[config.mk]
export PLATFORM = sky130hd
export DESIGN_NAME = tx_sr_ctrl
export DESIGN_NICKNAME = d
export VERILOG_FILES = /design/src/rtl/tx_sr_ctrl.sv
export SDC_FILE = /design/constraint.sdc
export NUM_CORES = 1
export LEC_CHECK = 0
export CAP_MARGIN = 5
export CELL_PAD_IN_SITES_DETAIL_PLACEMENT = 0
export CELL_PAD_IN_SITES_GLOBAL_PLACEMENT = 1
export CORE_MARGIN = 1
export CORE_UTILIZATION = 41
export DETAILED_ROUTE_END_ITERATION = 8
export GPL_TIMING_DRIVEN = 0
export PLACE_DENSITY_LB_ADDON = 0.1
export SYNTH_ARGS = -nofsm -noshare
export SYNTH_HDL_FRONTEND = slang
export SYNTH_SLANG_ARGS = --single-unit
[constraint.sdc]
create_clock -name clk -period 4.6 [get_ports clk]
set_input_delay 1.15 -clock clk [delete_from_list [all_inputs] [get_ports clk]]
set_output_delay 1.15 -clock clk [all_outputs]
set_load 0.03 [all_outputs]
[src/rtl/tx_sr_ctrl.sv]
// tx_sr_ctrl: transmit byte engine for the two-wire target interface.
// Loads a parallel word, shifts it out MSB-first on SCL falling edges,
// then releases SDA and samples the controller's ACK/NACK on the next
// SCL rising edge. All outputs come straight from flops.
module tx_sr_ctrl #(
    parameter int   DATA_WIDTH = 8,
    parameter logic IDLE_LEVEL = 1'b1
) (
    input  logic                  clk,
    input  logic                  rst,
    input  logic                  tx_load,
    input  logic [DATA_WIDTH-1:0] tx_data,
    input  logic                  falling_edge_found,
    input  logic                  rising_edge_found,
    input  logic                  sda_in,
    input  logic                  tx_abort,
    output logic                  sda_out,
    output logic                  tx_busy,
    output logic                  load_err,
    output logic                  ack_done,
    output logic                  ack_received
);

    localparam int CW = $clog2(DATA_WIDTH + 1);
    localparam logic [CW-1:0]         CNT_ZERO = '0;
    localparam logic [CW-1:0]         CNT_ONE  = CW'(1);
    localparam logic [CW-1:0]         CNT_LAST = CW'(DATA_WIDTH - 1);
    localparam logic [DATA_WIDTH-1:0] SR_ONES  = {DATA_WIDTH{1'b1}};

    typedef enum logic [1:0] {
        ST_IDLE     = 2'd0,
        ST_SHIFT    = 2'd1,
        ST_ACK_WAIT = 2'd2,
        ST_ACK_END  = 2'd3
    } state_t;

    state_t                state_q, state_d;
    logic [DATA_WIDTH-1:0] shreg_q, shreg_d;
    logic [CW-1:0]         cnt_q, cnt_d;
    logic                  sda_out_q, sda_out_d;
    logic                  tx_busy_q, tx_busy_d;
    logic                  load_err_q, load_err_d;
    logic                  ack_done_q, ack_done_d;
    logic                  ack_received_q, ack_received_d;

    // Qualified edges: simultaneous rising+falling is illegal and ignored.
    logic fall_s;
    logic rise_s;

    // Edge qualification so an illegal double pulse moves nothing.
    always_comb begin
        fall_s = falling_edge_found & ~rising_edge_found;
        rise_s = rising_edge_found & ~falling_edge_found;
    end

    // Next-state, datapath and output computation (outputs follow state_d).
    always_comb begin
        state_d        = state_q;
        shreg_d        = shreg_q;
        cnt_d          = cnt_q;
        ack_done_d     = 1'b0;
        ack_received_d = ack_received_q;

        // A load is accepted only in IDLE; anywhere else it is flagged.
        if (tx_load && (state_q != ST_IDLE)) begin
            load_err_d = 1'b1;
        end else begin
            load_err_d = 1'b0;
        end

        if (tx_abort) begin
            // Abort wins over every edge and over a load in IDLE.
            if (state_q != ST_IDLE) begin
                state_d = ST_IDLE;
                shreg_d = SR_ONES;
                cnt_d   = CNT_ZERO;
            end else begin
                state_d = ST_IDLE;
            end
        end else begin
            case (state_q)
                ST_IDLE: begin
                    if (tx_load) begin
                        shreg_d = tx_data;
                        cnt_d   = CNT_ZERO;
                        state_d = ST_SHIFT;
                    end else begin
                        state_d = ST_IDLE;
                    end
                end
                ST_SHIFT: begin
                    if (fall_s) begin
                        shreg_d = {shreg_q[DATA_WIDTH-2:0], 1'b1};
                        cnt_d   = cnt_q + CNT_ONE;
                        if (cnt_q == CNT_LAST) begin
                            state_d = ST_ACK_WAIT;
                        end else begin
                            state_d = ST_SHIFT;
                        end
                    end else begin
                        state_d = ST_SHIFT;
                    end
                end
                ST_ACK_WAIT: begin
                    if (rise_s) begin
                        ack_received_d = ~sda_in;
                        ack_done_d     = 1'b1;
                        state_d        = ST_ACK_END;
                    end else begin
                        state_d = ST_ACK_WAIT;
                    end
                end
                ST_ACK_END: begin
                    if (fall_s) begin
                        state_d = ST_IDLE;
                    end else begin
                        state_d = ST_ACK_END;
                    end
                end
                default: begin
                    state_d = ST_IDLE;
                    shreg_d = SR_ONES;
                    cnt_d   = CNT_ZERO;
                end
            endcase
        end

        // SDA is driven only while data bits are in flight; released otherwise.
        if (state_d == ST_SHIFT) begin
            sda_out_d = shreg_d[DATA_WIDTH-1];
        end else begin
            sda_out_d = IDLE_LEVEL;
        end

        tx_busy_d = (state_d != ST_IDLE);
    end

    // State, datapath and registered-output flops.
    always_ff @(posedge clk or posedge rst) begin
        if (rst) begin
            state_q        <= ST_IDLE;
            shreg_q        <= SR_ONES;
            cnt_q          <= CNT_ZERO;
            sda_out_q      <= IDLE_LEVEL;
            tx_busy_q      <= 1'b0;
            load_err_q     <= 1'b0;
            ack_done_q     <= 1'b0;
            ack_received_q <= 1'b0;
        end else begin
            state_q        <= state_d;
            shreg_q        <= shreg_d;
            cnt_q          <= cnt_d;
            sda_out_q      <= sda_out_d;
            tx_busy_q      <= tx_busy_d;
            load_err_q     <= load_err_d;
            ack_done_q     <= ack_done_d;
            ack_received_q <= ack_received_d;
        end
    end

    assign sda_out      = sda_out_q;
    assign tx_busy      = tx_busy_q;
    assign load_err     = load_err_q;
    assign ack_done     = ack_done_q;
    assign ack_received = ack_received_q;

endmodule

==> results.yml <==
route:
  ant_nets: 0
  wl_per_cell_um: 13.39
  dr.pass1.iters: 4
  drc: 0
  via_count: 822
  drtIter0Drc: 11
  viasPerCell: 5.444
  routed_wirelength_um: 2022
global_routing:
  track_usage_pct: 17.89
  grt_max_degree: 20
  grt_pass1_wl_um: 3463
  overflow: 0
  grt_pass1_vias: 829
  antenna_found_initial: 0
hold_path:
  hold_path.class: "reg2reg"
  hold_depth: 2
placement:
  gp_congestion: 0.7642
  post-place-ws_ns: 1.700
  place_inst: 147
  hpwl_um: 1474
  port_buffers: 18
synth:
  ys_seq_elements: 19
  syn_area_um2: 992.2
  synth_fp_nets: 117
  synth_xor_area_share_pct: 0
  synth-edff-count: 0
  yosys.area_share.simple_pct: 22.57
  ys_warn_count: 0
  postSynthAreaPerCell_um2: 9.824
  yosysSeqAreaShare_pct: 49.05
  synth_compound_area_share_pct: 19.80
  synth_top_family_by_area: "simple AND/OR/NAND/NOR gates"
  yosysUniqueCellTypes: 38
  synthFlopType: "dfrtp_1"
  synthAdderAreaFrac_pct: 1.261
  syn_inst: 101
  synth_mux_area_share_pct: 1.009
  async_reset_ff_share_pct: 100.0
cts:
  cts_inserted_buffers: 3
  hold_buffers: 0
  post_cts_buffers: 0
  clk_pin_slew_ns: 0.11
  cts_tree: "built"
  cts_resized: 0
  cts_root_buf: "clkbuf_4"
  cts_sinks: 19
  clock_path_buffers: 2
  insertion_delay_ns: 0.29
  h-tree-depth: 1
sta:
  slew_viol_final: 0
  timing.fmax_ghz: 0.3809
  period_share_pct: 57.08
  worst_pin_slew_ns: 0.7267
  rsz0062_at_grt: "no"
  skew_ns: 0.003798
  setup_ws_ns: 1.974
  hold_violations: 0
  setup_tns_ns: 0
  min_period_ns: 2.626
  setup_viol: 0
  slew_headroom_pct: 51.50
die:
  start_util_pct: 44.01
  die_x_um: 51.20
  rows: 17
  dieArea_um2: 2621
  die_h_um: 51.20
  design.core.area_um2: 2255
  io_pins: 20
critical_path:
  end_kind: "primary output"
  critPathBufInv: 1
  cp_max_fo: 1
  worstPathArrival_ns: 1.48
  crit_cells: 1
  worstPathRequired_ns: 3.45
  path_class: "reg2out"
  start_kind: "register"
  crit_path_top_delay_cell: "clkdlybuf4s50_1"
  ff2ff_path_depth: 5
  path_cells: "clkdlybuf4s50_1"
  cpPeakStageDelay_ns: 0.66
  crit_family: "buffers and inverters"
pwr:
  p_leak_nw: 0.5294
  ir_drop_uv: 192.5
  powerDensity_nw_per_um2: 279.6
cells_and_area:
  nets: 140
  drive_gt1_share_pct: 15.45
  fillers: 228
  synthToLayoutAreaGrowth_pct: 24.34
  final_cell_mix: "clkdlybuf4s50_1, nor2_1, dfrtp_1"
  final_common_cell: "clkdlybuf4s50_1"
  instances_no_fill: 151
  antenna_cells: 0
status:
  status: "finished clean"
job:
  max_cap_viol_count: 0
[final timing paths]
kind                            slack, ns       start         end
worst max-delay path                 1.97     sda_out     sda_out
worst min-delay path                 0.51  shreg_q[3]  shreg_q[3]
worst max register to register       2.93  state_q[1]    cnt_q[2]
worst min register to register       0.51  shreg_q[3]  shreg_q[3]
max in group asynchronous            2.88         rst    cnt_q[3]
min in group asynchronous            1.26         rst    load_err
[logic make-up after synthesis]
group / after synthesis
flip-flops: 19
buffers and inverters: 11
AND/OR/NAND/NOR: 40
adder cells (fa/ha/maj): 1
AO/OA/AOI/OAI: 29
multiplexers: 1
[synth_stat cells, drive strengths merged, types with 2 or more instances]
library cell	n	area [um2]
nand4	3	18.77
and3b	2	17.52
a22oi	6	45.04
o21ai	5	25.02
o21a	2	15.01
a21oi	7	35.03
nor2b	3	18.77
dfrtp	10	250.2
a21o	2	15.01
nor3b	2	15.01
dfstp	9	236.5
buf	5	40.04
inv	5	18.77
nor2	12	45.04
nand2	6	22.52
nor3	2	10.01
[layout make-up]
type / count / area [um2] / area share [%]
sequential: 19 / 486.7 / 39.45
multi-input combinational: 71 / 442.9 / 35.90
timing repair buffer: 18 / 180.2 / 14.60
buffer: 6 / 43.79 / 3.550
tap: 28 / 35.03 / 2.840
clock buffer: 4 / 26.28 / 2.130
inverter: 5 / 18.77 / 1.521
[worst reg2reg max path, stage by stage, from the launching register on]
cell     delay [ns]
dfrtp_1        0.42
nor2_1         0.34
a211o_1        0.21
buf_2          0.23
o21ai_0        0.13
a22o_1         0.24
[registers in the layout, indices dropped and copies added, names as in the netlist]
name	count
state_q	2
load_err	1
ack_done	1
shreg_q	8
sda_out	1
ack_received	1
tx_busy	1
cnt_q	4
[power by group]
group	switching, mW	total (mW)	internal (mW)	leakage, nW
sequential	0.00822	0.199	0.190	0.231
combinational	0.0323	0.0621	0.0298	0.284
clock	0.0505	0.0842	0.0337	0.0150
total	0.0910	0.345	0.254	0.529
[layer usage]
| layer | up-vias | part of all wire [%] | GRT usage, % |
|---|---|---|---|
| li1 | 405 | - | - |
| met1 | 394 | 51 | 23.31 |
| met2 | 19 | 44 | 28.29 |
| met3 | 4 | 3.4 | 2.679 |
| met4 | 0 | 1.6 | 9.722 |
| met5 | - | 0 | 0 |
[per-stage QoR]
step                      instance area [um2]  total power, mW  hold WS (ns)  util [%]
after global placement                   1207           0.2623        0.4884     53.55
after floorplan                         992.2           0.2382        0.4781         -
final                                    1234           0.3449        0.5112     54.72
after global routing                     1234           0.3618        0.5430     54.72
after CTS                                1234           0.3489        0.5115     54.72
after detailed placement                 1207           0.2639        0.4916     53.55
Power figures use the tool's default switching activity.
